**config.mk**
```make
export PLATFORM = sky130hd
export DESIGN_NAME = cook_station_bank
export DESIGN_NICKNAME = d
export VERILOG_FILES = /design/src/rtl/cook_station_bank.sv
export SDC_FILE = /design/constraint.sdc
export NUM_CORES = 1
export LEC_CHECK = 0
export BUFFER_PORTS_ARGS = -buffer_cell sky130_fd_sc_hd__clkbuf_2
export CAP_MARGIN = 10
export CORE_AREA = 2 2 133 135
export DETAILED_ROUTE_END_ITERATION = 16
export DIE_AREA = 0 0 135 137
export PLACE_DENSITY = 0.56
export SLEW_MARGIN = 40
export SYNTH_ARGS = -nofsm -noshare
export SYNTH_HDL_FRONTEND = slang
export SYNTH_SLANG_ARGS = --single-unit
```
**constraint.sdc**
```tcl
create_clock -name vsync -period 2.7 [get_ports vsync]
set_clock_uncertainty 0.1 [all_clocks]
set_input_delay 0.27 -clock vsync [delete_from_list [all_inputs] [get_ports vsync]]
set_output_delay 0.27 -clock vsync [all_outputs]
set_load 0.005 [all_outputs]
```
**src/rtl/cook_station_bank.sv**
```systemverilog
// Bank of independent board/pot process timers stepped once per frame; all outputs registered.
// Latency: start gives RUN the same edge. done and fire pulse one cycle. No backpressure.
module cook_station_bank #(
    parameter int                      NUM_STATIONS  = 6,
    parameter logic [NUM_STATIONS-1:0] BOARD_MASK    = 6'b000011,
    parameter int                      TICKS_PER_SEC = 60,
    parameter int                      CHOP_TIME     = 5,
    parameter int                      COOK_TIME     = 10,
    parameter int                      BURN_TIME     = 5,
    parameter int                      TW            = 4
) (
    input  logic                             vsync,
    input  logic                             reset,
    input  logic                             freeze,
    input  logic [NUM_STATIONS-1:0]          start,
    input  logic [NUM_STATIONS-1:0]          active,
    input  logic [NUM_STATIONS-1:0]          clear,
    output logic [NUM_STATIONS-1:0][2:0]     station_state,
    output logic [NUM_STATIONS-1:0][TW-1:0]  time_left,
    output logic [NUM_STATIONS-1:0]          done,
    output logic [NUM_STATIONS-1:0]          fire,
    output logic                             any_fire
);

    localparam int SW = (TICKS_PER_SEC > 1) ? $clog2(TICKS_PER_SEC) : 1;
    localparam logic [SW-1:0] SUB_MAX = SW'(TICKS_PER_SEC - 1);
    localparam logic [TW-1:0] CHOP_T  = TW'(CHOP_TIME);
    localparam logic [TW-1:0] COOK_T  = TW'(COOK_TIME);
    localparam logic [TW-1:0] BURN_T  = TW'(BURN_TIME);

    typedef enum logic [2:0] {
        ST_IDLE = 3'd0,
        ST_RUN  = 3'd1,
        ST_HOLD = 3'd2,
        ST_DONE = 3'd3,
        ST_FIRE = 3'd4
    } state_e;

    state_e            state_q [NUM_STATIONS];
    state_e            state_d [NUM_STATIONS];
    logic [TW-1:0]     tl_q    [NUM_STATIONS];
    logic [TW-1:0]     tl_d    [NUM_STATIONS];
    logic [SW-1:0]     sub_q   [NUM_STATIONS];
    logic [SW-1:0]     sub_d   [NUM_STATIONS];
    logic [NUM_STATIONS-1:0] done_q, done_d;
    logic [NUM_STATIONS-1:0] fire_q, fire_d;
    logic [NUM_STATIONS-1:0] cnt_en;
    logic              any_fire_q, any_fire_d;

    always_comb begin
        done_d     = '0;
        fire_d     = '0;
        cnt_en     = '0;
        any_fire_d = 1'b0;
        for (int i = 0; i < NUM_STATIONS; i++) begin
            state_d[i] = state_q[i];
            tl_d[i]    = tl_q[i];
            sub_d[i]   = sub_q[i];
            if (clear[i]) begin
                state_d[i] = ST_IDLE;
                tl_d[i]    = '0;
                sub_d[i]   = '0;
            end else if (start[i] && state_q[i] == ST_IDLE) begin
                state_d[i] = ST_RUN;
                tl_d[i]    = BOARD_MASK[i] ? CHOP_T : COOK_T;
                sub_d[i]   = '0;
            end else begin
                case (state_q[i])
                    ST_IDLE: ;
                    ST_RUN: begin
                        if (!freeze) begin
                            if (BOARD_MASK[i] && !active[i]) state_d[i] = ST_HOLD;
                            else                             cnt_en[i]  = 1'b1;
                        end
                    end
                    // Resume counts on the same edge so a pause costs exactly its frames.
                    ST_HOLD: begin
                        if (!freeze && active[i]) begin
                            state_d[i] = ST_RUN;
                            cnt_en[i]  = 1'b1;
                        end
                    end
                    ST_DONE: cnt_en[i] = !BOARD_MASK[i] && !freeze;
                    ST_FIRE: ;
                    default: begin
                        state_d[i] = ST_IDLE;
                        tl_d[i]    = '0;
                        sub_d[i]   = '0;
                    end
                endcase
            end

            if (cnt_en[i]) begin
                if (sub_q[i] == SUB_MAX) begin
                    sub_d[i] = '0;
                    if (tl_q[i] != '0) tl_d[i] = tl_q[i] - TW'(1);
                    if (tl_q[i] == TW'(1)) begin
                        if (state_q[i] == ST_DONE) begin
                            state_d[i] = ST_FIRE;
                            fire_d[i]  = 1'b1;
                        end else begin
                            state_d[i] = ST_DONE;
                            done_d[i]  = 1'b1;
                            if (!BOARD_MASK[i]) tl_d[i] = BURN_T;
                        end
                    end
                end else begin
                    sub_d[i] = sub_q[i] + SW'(1);
                end
            end

            if (state_d[i] == ST_FIRE) any_fire_d = 1'b1;
        end
    end

    always_ff @(posedge vsync) begin
        if (reset) begin
            for (int i = 0; i < NUM_STATIONS; i++) begin
                state_q[i] <= ST_IDLE;
                tl_q[i]    <= '0;
                sub_q[i]   <= '0;
            end
            done_q     <= '0;
            fire_q     <= '0;
            any_fire_q <= 1'b0;
        end else begin
            for (int i = 0; i < NUM_STATIONS; i++) begin
                state_q[i] <= state_d[i];
                tl_q[i]    <= tl_d[i];
                sub_q[i]   <= sub_d[i];
            end
            done_q     <= done_d;
            fire_q     <= fire_d;
            any_fire_q <= any_fire_d;
        end
    end

    always_comb begin
        for (int i = 0; i < NUM_STATIONS; i++) begin
            station_state[i] = state_q[i];
            time_left[i]     = tl_q[i];
        end
    end

    assign done     = done_q;
    assign fire     = fire_q;
    assign any_fire = any_fire_q;

endmodule

```
==> results of run 1 <==
## state kept, by name, indices dropped and copies added (netlist names)
register	count
tl_q	24
state_q	18
any_fire	1
fire	6
sub_q	36
done	6
## path summary, 6_finish.rpt
check                                 start             to  slack, ns
worst max-delay path            sub_q[5][0]     tl_q[5][0]       0.50
worst min-delay path               clear[0]  state_q[0][0]       0.12
worst max register to register  sub_q[5][0]     tl_q[5][0]       0.50
worst min register to register  sub_q[5][1]    sub_q[5][1]       0.38
## power groups by stage
stage | Combinational (mW) | Clock [mW] | Sequential, mW
after global routing | 0.263 | 1.50 | 1.39
final | 0.229 | 1.40 | 1.38
after floorplan | 0.152 | 0 | 1.41
after CTS | 0.231 | 1.45 | 1.38
after detailed placement | 0.230 | 0 | 1.42
after global placement | 0.232 | 0 | 1.42
## metrics by stage
step	total power, mW	worst slack [ns]
2_1_floorplan	1.56	0.652
3_3_place_gp	1.65	0.484
6_report	3.01	0.496
4_1_cts	3.07	0.509
5_1_grt	3.15	0.316
3_5_place_dp	1.65	0.473
## synthesized netlist by cell type, types with 3 or more instances
library cell                instances
sky130_fd_sc_hd__a21oi_1           57
sky130_fd_sc_hd__o21ai_0           33
sky130_fd_sc_hd__nor2_1            72
sky130_fd_sc_hd__buf_2              6
sky130_fd_sc_hd__nand3b_1           7
sky130_fd_sc_hd__a311oi_1           9
sky130_fd_sc_hd__mux2_2             6
sky130_fd_sc_hd__nand2_1           41
sky130_fd_sc_hd__o211ai_1           8
sky130_fd_sc_hd__dfxtp_1           91
sky130_fd_sc_hd__inv_1             21
sky130_fd_sc_hd__nand3_1           22
sky130_fd_sc_hd__a31oi_1            6
sky130_fd_sc_hd__a41oi_1            5
sky130_fd_sc_hd__nand2b_1          15
sky130_fd_sc_hd__clkbuf_1          16
sky130_fd_sc_hd__mux2i_1            6
sky130_fd_sc_hd__or3_1             10
sky130_fd_sc_hd__o21a_1             6
sky130_fd_sc_hd__a2bb2oi_1          3
sky130_fd_sc_hd__a22oi_1            3
sky130_fd_sc_hd__nand4_1            6
sky130_fd_sc_hd__a21o_1             4
sky130_fd_sc_hd__and4_1             3
sky130_fd_sc_hd__nor3b_1            4
sky130_fd_sc_hd__o21bai_1           3
sky130_fd_sc_hd__o31a_1             4
sky130_fd_sc_hd__nor4b_1            7
sky130_fd_sc_hd__xor2_1             7
sky130_fd_sc_hd__a211oi_1          12
sky130_fd_sc_hd__o31ai_1            5
sky130_fd_sc_hd__and4b_1            4
sky130_fd_sc_hd__nor2b_1           12
sky130_fd_sc_hd__nor3_1            21
sky130_fd_sc_hd__ha_1              24
sky130_fd_sc_hd__a32oi_1            4
## per-layer routing
metal	vias up	GRT usage	wire length, µm
met5	-	0	0
met4	0	0.0544	195
met3	12	0.0296	471
met2	63	0.221	5610
met1	2065	0.184	5970
li1	2362	-	-
## cells in the final DEF, fill, tap and decap left out, types with 8 or more instances in the layout
cell and instances:
sky130_fd_sc_hd__dfxtp_1 91, sky130_fd_sc_hd__inv_1 21, sky130_fd_sc_hd__a311oi_1 9, sky130_fd_sc_hd__clkbuf_16 9, sky130_fd_sc_hd__nor2_1 72, sky130_fd_sc_hd__a211oi_1 12, sky130_fd_sc_hd__nand3_1 22, sky130_fd_sc_hd__ha_1 24
sky130_fd_sc_hd__nor2b_1 12, sky130_fd_sc_hd__nand2b_1 15, sky130_fd_sc_hd__or3_1 10, sky130_fd_sc_hd__nor3_1 21, sky130_fd_sc_hd__o211ai_1 8, sky130_fd_sc_hd__a21oi_1 57, sky130_fd_sc_hd__o21ai_0 33, sky130_fd_sc_hd__clkbuf_2 74
sky130_fd_sc_hd__nand2_1 41
## logic make-up after synthesis
logic type,count (synthesis),share of synthesized area
AO/OA/AOI/OAI,173,0.225
flip-flops,91,0.363
adder cells (fa/ha/maj),24,0.0598
multiplexers,12,0.0254
XOR/XNOR,7,0.0122
AND/OR/NAND/NOR,251,0.277
buffers and inverters,45,0.0366
other,1,0.000746
## area by class of cell
| cell class | count | share of cell area |
|---|---|---|
| Timing Repair Buffer | 79 | 0.0702 |
| Sequential cell | 91 | 0.306 |
| Multi-Input combinational cell | 469 | 0.508 |
| Tap cell | 225 | 0.0473 |
| Inverter | 21 | 0.0132 |
| Clock buffer | 10 | 0.0402 |
| Clock inverter | 6 | 0.0149 |
==> flow_results.xml, run 1 <==
<?xml version="1.0" encoding="UTF-8"?>
<metrics>
  <group name="power_and_ir_drop">
    <metric name="power.static_leakage" unit="nW">2.20</metric>
    <metric name="sw_frac_of_total" unit="">0.240</metric>
    <metric name="worst_ir_drop_vdd" unit="µV">328</metric>
    <metric name="power-per-cell-area" unit="mW/mm²">506</metric>
    <metric name="internal-power" unit="mW">2.29</metric>
    <metric name="pwr-share-comb" unit="">0.076</metric>
    <metric name="p_switching" unit="mW">0.723</metric>
    <metric name="power.clock.fraction" unit="">0.464</metric>
    <metric name="part_of_the_power_in_registers" unit="">0.460</metric>
  </group>
  <group name="worst_setup_path">
    <metric name="cp_max_fo" unit="">4</metric>
    <metric name="r2r.worst_path.cells" unit="">6</metric>
    <metric name="cp_num_cells" unit="">6</metric>
    <metric name="cp_num_buf_inv" unit="">0</metric>
    <metric name="critical_path.startpoint_type" unit="">flip-flop</metric>
    <metric name="timing.critical_path.slowest_cell_delay" unit="ns">0.57</metric>
    <metric name="timing.critical_path.to_type" unit="">flip-flop</metric>
    <metric name="critPathKind" unit="">reg -&gt; reg</metric>
    <metric name="cp_data_required_time" unit="ns">2.89</metric>
    <metric name="cpMaxStageDelayCell" unit="">sky130_fd_sc_hd__or4b_4</metric>
    <metric name="critical_path.top_delay_family" unit="">simple AND/OR/NAND/NOR gates</metric>
    <metric name="timing.critical_path.cells" unit="">ha_1, nand4_1, or4b_4, a21oi_2, mux2_2, a21oi_1</metric>
    <metric name="critPathArrivalTime" unit="ns">2.39</metric>
  </group>
  <group name="layout">
    <metric name="final_layout_size_suffix_gt1_frac" unit="">0.175</metric>
    <metric name="register_area" unit="mm²">0.00182</metric>
    <metric name="finish.net_count" unit="">716</metric>
    <metric name="layoutNonFillerInstCount" unit="">901</metric>
    <metric name="final.fill_count" unit="">1832</metric>
    <metric name="post-route-util" unit="">0.349</metric>
    <metric name="area_growth_syn_to_layout" unit="%">18.4</metric>
    <metric name="finalInstanceArea" unit="mm²">0.00595</metric>
    <metric name="n_antenna_cell" unit="">0</metric>
    <metric name="multi_input_area" unit="mm²">0.00302</metric>
  </group>
  <group name="detailed_routing">
    <metric name="detail_route.vias_per_cell" unit="">5.00</metric>
    <metric name="count_of_routing_violations_after_the_opening_detailed_route_iteration" unit="">234</metric>
    <metric name="wl" unit="µm">12200</metric>
    <metric name="drt.antenna.violating_nets" unit="">0</metric>
    <metric name="vias" unit="">4502</metric>
    <metric name="drc_errors" unit="">0</metric>
    <metric name="routed_wire_length_per_instance" unit="µm">13.6</metric>
    <metric name="drtPass1Iterations" unit="">4</metric>
  </group>
  <group name="clocking">
    <metric name="cts_hold_repair.buffers" unit="">0</metric>
    <metric name="worst_skew_pair.late_latency" unit="ns">0.35</metric>
    <metric name="clock-root-buffer" unit="">sky130_fd_sc_hd__clkbuf_16</metric>
    <metric name="clkTransAtPathRegs" unit="ns">0.06</metric>
    <metric name="cts_setup_buffers" unit="">0</metric>
    <metric name="tritoncts_sinks" unit="">91</metric>
    <metric name="tritoncts_clock_tree" unit="">built</metric>
    <metric name="cts-buffers-inserted" unit="">9</metric>
    <metric name="htree_num_levels" unit="">3</metric>
    <metric name="cts_repair_resize_count" unit="">0</metric>
    <metric name="clock_path_buffers" unit="">2</metric>
  </group>
  <group name="outcome">
    <metric name="run_status" unit="">completed</metric>
  </group>
  <group name="synthesis">
    <metric name="number_of_instances_in_the_synthesized_netlist" unit="">604</metric>
    <metric name="synth_top_cell_by_area" unit="">sky130_fd_sc_hd__dfxtp_1</metric>
    <metric name="synth_enable_flop_cells" unit="">0</metric>
    <metric name="synthDominantCellAreaShare" unit="">0.363</metric>
    <metric name="ys_warn_count" unit="">0</metric>
    <metric name="yosysUniqueCellTypes" unit="">70</metric>
    <metric name="top_flip_flop_cell_by_instance_count_after_synthesis" unit="">sky130_fd_sc_hd__dfxtp_1</metric>
    <metric name="postSynthAreaPerCell" unit="µm²">8.32</metric>
    <metric name="ranking_of_synthesized_cells_by_area" unit="">sky130_fd_sc_hd__dfxtp_1 (36%), sky130_fd_sc_hd__ha_1 (6.0%), sky130_fd_sc_hd__a21oi_1 (5.7%)</metric>
    <metric name="synth_seq_area_share" unit="">0.363</metric>
    <metric name="async_flop_share" unit="">0</metric>
    <metric name="post_synth_instance_area" unit="mm²">0.00502</metric>
    <metric name="postSynthRegisterBits" unit="">91</metric>
  </group>
  <group name="timing">
    <metric name="finalCritPeriodShare" unit="">0.816</metric>
    <metric name="hold_viol" unit="">0</metric>
    <metric name="slew_hr" unit="">0.603</metric>
    <metric name="layout_min_cycle_time" unit="ns">2.20</metric>
    <metric name="setup_tns" unit="ns">0</metric>
    <metric name="tightest_slew" unit="ns">0.591</metric>
    <metric name="timing.fmax" unit="MHz">454</metric>
    <metric name="hold-worst-slack" unit="ns">0.121</metric>
    <metric name="rsz0062_at_grt" unit="">no</metric>
    <metric name="finalSetupViolCount" unit="">0</metric>
    <metric name="timing_max_transition_violations_final" unit="">0</metric>
  </group>
  <group name="placed_design">
    <metric name="numPortBuffers" unit="">75</metric>
    <metric name="dpl.cell_count" unit="">885</metric>
    <metric name="post-dp-hpwl" unit="µm">8980</metric>
    <metric name="postPlaceCellArea" unit="mm²">0.00562</metric>
    <metric name="place.gp.congestion" unit="">0.778</metric>
  </group>
  <group name="floorplan">
    <metric name="die_width" unit="µm">135</metric>
    <metric name="fp.dieH" unit="µm">137</metric>
    <metric name="initial_utilization" unit="">0.295</metric>
    <metric name="die_area" unit="mm²">0.0185</metric>
    <metric name="design.core.area" unit="mm²">0.0171</metric>
    <metric name="fp-row-count" unit="">48</metric>
    <metric name="io_pins" unit="">76</metric>
  </group>
  <group name="global_routing">
    <metric name="grt_pass1_wl" unit="µm">20500</metric>
    <metric name="grtUsageTotal" unit="">0.139</metric>
    <metric name="first_global_vias" unit="">4114</metric>
    <metric name="grt_max_degree" unit="">39</metric>
    <metric name="grt_antenna_before_repair" unit="">0</metric>
    <metric name="grt.overflow.total" unit="">0</metric>
  </group>
  <group name="hold_path">
    <metric name="holdPathStages" unit="">2</metric>
    <metric name="hp-class" unit="">in -&gt; reg</metric>
  </group>
  <group name="job">
    <metric name="drv.max_cap_violation_count" unit="">0</metric>
  </group>
</metrics>
Power figures use the tool's default switching activity.
==> inputs of run 2 (changes only) <==
--- a/config.mk
+++ b/config.mk
@@ -5,12 +5,13 @@
 export SDC_FILE = /design/constraint.sdc
 export NUM_CORES = 1
 export LEC_CHECK = 0
+export ABC_AREA = 1
 export BUFFER_PORTS_ARGS = -buffer_cell sky130_fd_sc_hd__clkbuf_2
 export CAP_MARGIN = 10
-export CORE_AREA = 2 2 133 135
+export CORE_AREA = 2 2 136 138
 export DETAILED_ROUTE_END_ITERATION = 16
-export DIE_AREA = 0 0 135 137
-export PLACE_DENSITY = 0.56
+export DIE_AREA = 0 0 138 140
+export PLACE_DENSITY = 0.58
 export SLEW_MARGIN = 40
 export SYNTH_ARGS = -nofsm -noshare
 export SYNTH_HDL_FRONTEND = slang
==> constraint.sdc (replaced) <==
create_clock -name vsync -period 1.9 [get_ports vsync]
set_clock_uncertainty 0.1 [all_clocks]
set_input_delay 0.19 -clock vsync [delete_from_list [all_inputs] [get_ports vsync]]
set_output_delay 0.19 -clock vsync [all_outputs]
set_load 0.005 [all_outputs]
==> run 2 against run 1 <==
Effect of this change: synthesized cell count grew 22%; combinational power grew 59%; first-iteration DRC count rose by 10%; cell count up 18%; wire length increased by 2.2%; hold slack worse by 0.065 ns; critical path type unchanged; critical endpoint is now state_q[2][0].
==> flow_results.xml, run 2 <==
<?xml version="1.0" encoding="UTF-8"?>
<metrics>
  <group name="detailed_routing">
    <metric name="vias" unit="">4906</metric>
    <metric name="wl" unit="µm">12500</metric>
    <metric name="routed_wire_length_per_instance" unit="µm">11.8</metric>
    <metric name="detail_route.vias_per_cell" unit="">4.63</metric>
    <metric name="drtPass1Iterations" unit="">4</metric>
    <metric name="drt.antenna.violating_nets" unit="">0</metric>
    <metric name="count_of_routing_violations_after_the_opening_detailed_route_iteration" unit="">258</metric>
    <metric name="drc_errors" unit="">0</metric>
  </group>
  <group name="floorplan">
    <metric name="fp-row-count" unit="">49</metric>
    <metric name="initial_utilization" unit="">0.297</metric>
    <metric name="die_width" unit="µm">138</metric>
    <metric name="design.core.area" unit="mm²">0.0178</metric>
    <metric name="io_pins" unit="">76</metric>
    <metric name="die_area" unit="mm²">0.0193</metric>
    <metric name="fp.dieH" unit="µm">140</metric>
  </group>
  <group name="timing">
    <metric name="setup_tns" unit="ns">0</metric>
    <metric name="timing_max_transition_violations_final" unit="">0</metric>
    <metric name="finalSetupViolCount" unit="">0</metric>
    <metric name="finalCritPeriodShare" unit="">0.910</metric>
    <metric name="hold_viol" unit="">0</metric>
    <metric name="rsz0062_at_grt" unit="">no</metric>
    <metric name="timing.fmax" unit="MHz">578</metric>
    <metric name="layout_min_cycle_time" unit="ns">1.73</metric>
  </group>
  <group name="clocking">
    <metric name="tritoncts_clock_tree" unit="">built</metric>
    <metric name="clock-root-buffer" unit="">sky130_fd_sc_hd__clkbuf_16</metric>
    <metric name="cts_repair_resize_count" unit="">0</metric>
    <metric name="clkTransAtPathRegs" unit="ns">0.06</metric>
    <metric name="htree_num_levels" unit="">3</metric>
    <metric name="cts_setup_buffers" unit="">0</metric>
    <metric name="cts-buffers-inserted" unit="">9</metric>
    <metric name="clock_path_buffers" unit="">2</metric>
    <metric name="worst_skew_pair.late_latency" unit="ns">0.34</metric>
    <metric name="tritoncts_sinks" unit="">91</metric>
  </group>
  <group name="synthesis">
    <metric name="async_flop_share" unit="">0</metric>
    <metric name="ranking_of_synthesized_cells_by_area" unit="">sky130_fd_sc_hd__dfxtp_1 (34%), sky130_fd_sc_hd__nand2_1 (9.7%), sky130_fd_sc_hd__a21oi_1 (6.3%)</metric>
    <metric name="number_of_instances_in_the_synthesized_netlist" unit="">739</metric>
    <metric name="post_synth_instance_area" unit="mm²">0.00528</metric>
    <metric name="yosysUniqueCellTypes" unit="">51</metric>
    <metric name="postSynthRegisterBits" unit="">91</metric>
    <metric name="synth_seq_area_share" unit="">0.345</metric>
    <metric name="postSynthAreaPerCell" unit="µm²">7.15</metric>
    <metric name="ys_warn_count" unit="">0</metric>
    <metric name="top_flip_flop_cell_by_instance_count_after_synthesis" unit="">sky130_fd_sc_hd__dfxtp_1</metric>
    <metric name="commonest_cells_in_the_synthesized_netlist" unit="">sky130_fd_sc_hd__nand2_1 (136), sky130_fd_sc_hd__dfxtp_1 (91), sky130_fd_sc_hd__inv_1 (88), sky130_fd_sc_hd__nor2_1 (85), sky130_fd_sc_hd__a21oi_1 (67)</metric>
    <metric name="synthDominantCellAreaShare" unit="">0.345</metric>
    <metric name="synth_top_cell_by_area" unit="">sky130_fd_sc_hd__dfxtp_1</metric>
    <metric name="synth_enable_flop_cells" unit="">0</metric>
    <metric name="synthMostInstantiatedCell" unit="">sky130_fd_sc_hd__nand2_1</metric>
  </group>
  <group name="worst_setup_path">
    <metric name="critPathArrivalTime" unit="ns">1.85</metric>
    <metric name="r2r-start" unit="">sub_q[2][0]</metric>
    <metric name="critPathKind" unit="">reg -&gt; reg</metric>
    <metric name="path_common_cell" unit="">sky130_fd_sc_hd__nand3_1</metric>
    <metric name="cp_max_fo" unit="">5</metric>
    <metric name="cp_num_buf_inv" unit="">1</metric>
    <metric name="regToRegEndpoint" unit="">state_q[2][0]</metric>
    <metric name="timing.critical_path.to_type" unit="">flip-flop</metric>
    <metric name="r2r.worst_path.cells" unit="">8</metric>
    <metric name="timing.critical_path.cells" unit="">ha_1, nand3_1, nand3b_2, buf_4, nor2_8, nand2_1, nand3_1, a21oi_1</metric>
    <metric name="critical_path.top_delay_family" unit="">simple AND/OR/NAND/NOR gates</metric>
    <metric name="ff2ff_setup_slack" unit="ns">0.17</metric>
    <metric name="critical_path.startpoint_type" unit="">flip-flop</metric>
    <metric name="timing.critical_path.slowest_cell_delay" unit="ns">0.36</metric>
    <metric name="cp_data_required_time" unit="ns">2.03</metric>
    <metric name="cpMaxStageDelayCell" unit="">sky130_fd_sc_hd__dfxtp_1</metric>
  </group>
  <group name="global_routing">
    <metric name="first_global_vias" unit="">4578</metric>
    <metric name="grt.overflow.total" unit="">0</metric>
    <metric name="grtUsageTotal" unit="">0.132</metric>
    <metric name="grt_pass1_wl" unit="µm">21500</metric>
    <metric name="grt_antenna_before_repair" unit="">0</metric>
    <metric name="grt_max_degree" unit="">51</metric>
  </group>
  <group name="placed_design">
    <metric name="post-dp-hpwl" unit="µm">9460</metric>
    <metric name="place.gp.congestion" unit="">0.856</metric>
    <metric name="numPortBuffers" unit="">75</metric>
  </group>
  <group name="hold_path">
    <metric name="holdCritStartpoint" unit="">clear[4]</metric>
    <metric name="min_delay_worst_endpoint" unit="">state_q[4][1]</metric>
    <metric name="holdPathStages" unit="">4</metric>
    <metric name="hp-class" unit="">in -&gt; reg</metric>
  </group>
  <group name="layout">
    <metric name="final_common_cell" unit="">sky130_fd_sc_hd__nand2_1</metric>
    <metric name="largest_registers" unit="">sub_q x36, tl_q x24, state_q x18</metric>
    <metric name="final_layout_size_suffix_gt1_frac" unit="">0.200</metric>
    <metric name="finish.net_count" unit="">871</metric>
    <metric name="flip_flop_count_of_the_largest_register_all_copies_and_words_added" unit="">36</metric>
    <metric name="most_frequent_cells_in_the_layout" unit="">sky130_fd_sc_hd__nand2_1 (136), sky130_fd_sc_hd__dfxtp_1 (91), sky130_fd_sc_hd__inv_1 (88), sky130_fd_sc_hd__nor2_1 (85), sky130_fd_sc_hd__clkbuf_2 (75)</metric>
    <metric name="area_growth_syn_to_layout" unit="%">19.1</metric>
    <metric name="regMostFlops" unit="">sub_q</metric>
    <metric name="n_antenna_cell" unit="">0</metric>
  </group>
  <group name="outcome">
    <metric name="run_status" unit="">completed</metric>
  </group>
  <group name="power_and_ir_drop">
    <metric name="power.static_leakage" unit="nW">2.77</metric>
    <metric name="power-per-cell-area" unit="mW/mm²">654</metric>
    <metric name="worst_ir_drop_vdd" unit="µV">427</metric>
    <metric name="total_power_after_layout" unit="mW">4.12</metric>
  </group>
  <group name="job">
    <metric name="drv.max_cap_violation_count" unit="">0</metric>
  </group>
</metrics>
==> run 2: cell types whose count changed after synthesis, moves of 10 or more <==
cell	before	now
sky130_fd_sc_hd__nand2b_1	15	0
sky130_fd_sc_hd__o21ai_1	0	14
sky130_fd_sc_hd__or3_1	10	0
sky130_fd_sc_hd__nand3_1	22	44
sky130_fd_sc_hd__nand2_1	41	136
sky130_fd_sc_hd__a211oi_1	12	1
sky130_fd_sc_hd__inv_2	0	12
sky130_fd_sc_hd__a21oi_1	57	67
sky130_fd_sc_hd__inv_1	21	88
sky130_fd_sc_hd__nor2_1	72	85
sky130_fd_sc_hd__nor2b_1	12	0
==> run 2: cell families (layout without fill, tap and decap cells) <==
family | Yosys count | count (layout) | synth area share
adders and majority gates | 24 | 24 | 0.0568
and+or+nand+nor | 353 | 353 | 0.338
other | 1 | 2 | 0.000710
AOI/OAI and AO/OA | 139 | 139 | 0.148
DFF | 91 | 91 | 0.345
buffers and inverters | 114 | 204 | 0.0838
xor gates and xnor gates | 17 | 17 | 0.0282
==> run 2: worst register-to-register path, delay by kind of cell, from the launching register on <==
kind	cells	cell delay (ns)
AOI/OAI and AO/OA	1	0.06
adders and majority gates	1	0.22
buffers and inverters	1	0.19
DFF	1	0.36
and+or+nand+nor	5	0.69
==> run 2: timing repair <==
action / CTS / global route
endpoints found under the hold margin: 2 / 0
endpoints found under the setup margin: 0 / 0
hold buffers: 2 / 0
==> run 2: worst max-delay path by stage <==
stage / endpoint / slack [ns] / startpoint / cells past startpoint
after floorplan: state_q[2][0] / 0.35 / sub_q[2][0] / 7
after global placement: any_fire / 0.19 / sub_q[5][0] / 9
after detailed placement: any_fire / 0.19 / sub_q[5][0] / 9
after CTS: state_q[2][0] / 0.18 / sub_q[2][0] / 8
after global routing: any_fire / 0.006 / sub_q[5][0] / 9
final: state_q[2][0] / 0.17 / sub_q[2][0] / 8
==> run 2: stage by stage <==
step	std cells	setup WS (ns)	area [µm²]	hold WS, ns	utilization
floorplan	740	0.345	5290	0.169	-
global placement	1042	0.193	5980	0.295	0.336
detailed placement	1042	0.187	5980	0.297	0.336
CTS	1059	0.176	6290	0.0476	0.354
global route	1059	0.00626	6290	0.0616	0.354
finish	1059	0.171	6290	0.0558	0.354
==> run 2: cell type report <==
class | instances | area [µm²]
clock buffer | 10 | 239
multi-input combinational | 535 | 3020
fill | 1929 | 11500
inverter | 103 | 392
sequential | 91 | 1820
clock inverter | 5 | 53.8
timing repair buffer | 86 | 475
tap | 229 | 287
==> run 2: power breakdown <==
group          switching (mW)  internal (mW)
clock                   0.749           1.04
combinational           0.235          0.129
sequential             0.0270           1.93
total                    1.01           3.10
==> run 2: per-layer routing <==
layer	GRT usage	share of wire
met1	0.173	0.49
met2	0.214	0.46
met3	0.0369	0.042
met4	0.0360	0.011
met5	0	0
==> inputs of run 3 (changes only) <==
--- a/config.mk
+++ b/config.mk
@@ -8,10 +8,12 @@
 export ABC_AREA = 1
 export BUFFER_PORTS_ARGS = -buffer_cell sky130_fd_sc_hd__clkbuf_2
 export CAP_MARGIN = 10
-export CORE_AREA = 2 2 136 138
+export CORE_AREA = 2 2 97 193
 export DETAILED_ROUTE_END_ITERATION = 16
-export DIE_AREA = 0 0 138 140
-export PLACE_DENSITY = 0.58
+export DIE_AREA = 0 0 99 195
+export GPL_TIMING_DRIVEN = 0
+export PLACE_DENSITY = 0.57
+export REMOVE_ABC_BUFFERS = 1
 export SLEW_MARGIN = 40
 export SYNTH_ARGS = -nofsm -noshare
 export SYNTH_HDL_FRONTEND = slang
==> run 3 against run 2 <==
Effect of this change: wire length grew 11%; die area is essentially flat; highest routed layer unchanged; combinational power is essentially flat; critical path type unchanged; cell count shrank 2.3%; worst setup slack lost 0.065 ns; register-to-register slack lost 0.06 ns; design area shrank 0.38%; core utilization is essentially flat; clock power grew 12%; via count grew 2.2%; critical endpoint is now any_fire; clock-buffer cell count is the same.
==> flow_results.xml, run 3 (synthesized netlist as in run 2, its figures left out) <==
<?xml version="1.0" encoding="UTF-8"?>
<metrics>
  <group name="timing">
    <metric name="timing_max_transition_violations_final" unit="">0</metric>
    <metric name="timing.fmax" unit="MHz">558</metric>
    <metric name="rsz0062_at_grt" unit="">no</metric>
    <metric name="finalSetupViolCount" unit="">0</metric>
    <metric name="finalCritPeriodShare" unit="">0.944</metric>
    <metric name="slew_hr" unit="">0.477</metric>
    <metric name="hold-worst-slack" unit="ns">0.0339</metric>
    <metric name="tightest_slew" unit="ns">0.785</metric>
    <metric name="setup_tns" unit="ns">0</metric>
    <metric name="hold_viol" unit="">0</metric>
    <metric name="setup_slack" unit="ns">0.107</metric>
    <metric name="layout_min_cycle_time" unit="ns">1.79</metric>
  </group>
  <group name="power_and_ir_drop">
    <metric name="power.clock.fraction" unit="">0.464</metric>
    <metric name="total_power_after_layout" unit="mW">4.33</metric>
    <metric name="part_of_the_power_in_registers" unit="">0.452</metric>
    <metric name="power.static_leakage" unit="nW">2.76</metric>
    <metric name="p_switching" unit="mW">1.08</metric>
    <metric name="worst_ir_drop_vdd" unit="µV">425</metric>
    <metric name="pwr-share-comb" unit="">0.084</metric>
    <metric name="sw_frac_of_total" unit="">0.250</metric>
    <metric name="power-per-cell-area" unit="mW/mm²">691</metric>
    <metric name="internal-power" unit="mW">3.24</metric>
  </group>
  <group name="placed_design">
    <metric name="preCtsSetupSlack" unit="ns">-0.0688</metric>
    <metric name="place.gp.congestion" unit="">0.838</metric>
    <metric name="numPortBuffers" unit="">75</metric>
    <metric name="post-dp-hpwl" unit="µm">10400</metric>
  </group>
  <group name="worst_setup_path">
    <metric name="r2r.worst_path.cells" unit="">9</metric>
    <metric name="critical_path.startpoint_type" unit="">flip-flop</metric>
    <metric name="critPathKind" unit="">reg -&gt; reg</metric>
    <metric name="critPathArrivalTime" unit="ns">1.96</metric>
    <metric name="cpMaxStageDelayCell" unit="">sky130_fd_sc_hd__dfxtp_2</metric>
    <metric name="timing.critical_path.slowest_cell_delay" unit="ns">0.37</metric>
    <metric name="timing.critical_path.cells" unit="">ha_2, nand2_2, nor2_4, nand2_4, nor2_2, nand4_1, nand3_2, nor2_1, a21oi_1</metric>
    <metric name="timing.critical_path.to_type" unit="">flip-flop</metric>
    <metric name="cp_data_required_time" unit="ns">2.07</metric>
    <metric name="cp_max_fo" unit="">5</metric>
  </group>
  <group name="floorplan">
    <metric name="initial_utilization" unit="">0.298</metric>
    <metric name="io_pins" unit="">76</metric>
    <metric name="die_area" unit="mm²">0.0193</metric>
    <metric name="design.core.area" unit="mm²">0.0177</metric>
    <metric name="die_width" unit="µm">99</metric>
    <metric name="fp.dieH" unit="µm">195</metric>
    <metric name="fp-row-count" unit="">69</metric>
  </group>
  <group name="hold_path">
    <metric name="holdPathStages" unit="">4</metric>
    <metric name="hp-class" unit="">in -&gt; reg</metric>
  </group>
  <group name="clocking">
    <metric name="clock-root-buffer" unit="">sky130_fd_sc_hd__clkbuf_16</metric>
    <metric name="cts_setup_buffers" unit="">0</metric>
    <metric name="clkTransAtPathRegs" unit="ns">0.07</metric>
    <metric name="cts-buffers-inserted" unit="">9</metric>
    <metric name="tritoncts_clock_tree" unit="">built</metric>
    <metric name="clock_path_buffers" unit="">2</metric>
    <metric name="worst_skew_pair.late_latency" unit="ns">0.35</metric>
    <metric name="htree_num_levels" unit="">3</metric>
    <metric name="tritoncts_sinks" unit="">91</metric>
  </group>
  <group name="global_routing">
    <metric name="grt_pass1_wl" unit="µm">22800</metric>
    <metric name="grt.overflow.total" unit="">0</metric>
    <metric name="grt_max_degree" unit="">58</metric>
    <metric name="grt_antenna_before_repair" unit="">0</metric>
    <metric name="first_global_vias" unit="">4994</metric>
    <metric name="grtUsageTotal" unit="">0.146</metric>
  </group>
  <group name="detailed_routing">
    <metric name="drc_errors" unit="">0</metric>
    <metric name="vias" unit="">5013</metric>
    <metric name="routed_wire_length_per_instance" unit="µm">13.4</metric>
    <metric name="count_of_routing_violations_after_the_opening_detailed_route_iteration" unit="">132</metric>
    <metric name="drt.antenna.violating_nets" unit="">0</metric>
    <metric name="drtPass1Iterations" unit="">4</metric>
    <metric name="wl" unit="µm">13800</metric>
    <metric name="detail_route.vias_per_cell" unit="">4.84</metric>
  </group>
  <group name="layout">
    <metric name="finish.net_count" unit="">862</metric>
    <metric name="regMostFlops" unit="">sub_q</metric>
    <metric name="largest_registers" unit="">sub_q x36, tl_q x24, state_q x18</metric>
    <metric name="final_layout_size_suffix_gt1_frac" unit="">0.204</metric>
    <metric name="final_common_cell" unit="">sky130_fd_sc_hd__nand2_1</metric>
    <metric name="n_antenna_cell" unit="">0</metric>
    <metric name="final.fill_count" unit="">1920</metric>
    <metric name="area_growth_syn_to_layout" unit="%">18.6</metric>
    <metric name="most_frequent_cells_in_the_layout" unit="">sky130_fd_sc_hd__nand2_1 (135), sky130_fd_sc_hd__dfxtp_1 (89), sky130_fd_sc_hd__inv_1 (87), sky130_fd_sc_hd__nor2_1 (83), sky130_fd_sc_hd__clkbuf_2 (74)</metric>
    <metric name="flip_flop_count_of_the_largest_register_all_copies_and_words_added" unit="">36</metric>
  </group>
  <group name="job">
    <metric name="drv.max_cap_violation_count" unit="">0</metric>
  </group>
  <group name="outcome">
    <metric name="run_status" unit="">completed</metric>
  </group>
</metrics>
## run 3: cell count changes in the layout (fill, tap and decap cells not counted), moves of 2 or more
cell,delta
sky130_fd_sc_hd__buf_4,-8
sky130_fd_sc_hd__dfxtp_1,-2
sky130_fd_sc_hd__dfxtp_2,+2
sky130_fd_sc_hd__nor2_1,-2
sky130_fd_sc_hd__nor2_2,+2
## run 3: critical path: cells and delay by family (launching register included)
kind            cells  cell delay, ns
simple gates        7            0.91
fa+ha+maj           1            0.21
compound gates      1            0.13
flops               1            0.37
## run 3: what timing repair did
item                       4_1_cts  5_1_grt
hold buffers                     2        0
hold endpoints to repair         2        0
setup endpoints to repair        1        7
pin swaps                        0        3
resized for setup                1       10
## run 3: path summary, 6_finish.rpt
path / from / to / slack, ns
max reg2reg: sub_q[5][0] / any_fire / 0.11
min reg2reg: sub_q[1][5] / sub_q[1][5] / 0.37
max: sub_q[5][0] / any_fire / 0.11
min: clear[4] / state_q[4][1] / 0.03
## run 3: power groups by stage
stage | Combinational [mW] | Sequential [mW] | Clock, mW
floorplan | 0.219 | 2.00 | 0
global placement | 0.361 | 2.00 | 0
detailed placement | 0.361 | 2.00 | 0
CTS | 0.366 | 1.96 | 2.09
global route | 0.411 | 1.96 | 2.13
finish | 0.363 | 1.96 | 2.01
## run 3: area by class of cell
cell class	count	area, µm²	area share
flip-flops and latches	91	1820	0.291
clock inverters	6	87.6	0.0140
clock buffers	10	239	0.0381
well taps	213	267	0.0425
inverters	103	392	0.0625
repair buffers	77	398	0.0635
multi-input cells	535	3060	0.488
## run 3: through the flow
| step | area (µm²) | utilization | std cells |
|---|---|---|---|
| floorplan | 5240 | - | 729 |
| global placement | 5880 | 0.332 | 1017 |
| detailed placement | 5880 | 0.332 | 1017 |
| CTS | 6230 | 0.352 | 1035 |
| global route | 6270 | 0.354 | 1035 |
| finish | 6270 | 0.354 | 1035 |
## run 3: per-layer routing
layer | track usage | vias to the layer above | part of all wire | wire length (µm)
li1 | - | 2569 | - | -
met4 | 0.0619 | 0 | 0.022 | 308
met5 | 0 | - | 0 | 0
met3 | 0.0233 | 19 | 0.029 | 406
met1 | 0.147 | 2339 | 0.39 | 5350
met2 | 0.286 | 86 | 0.56 | 7770
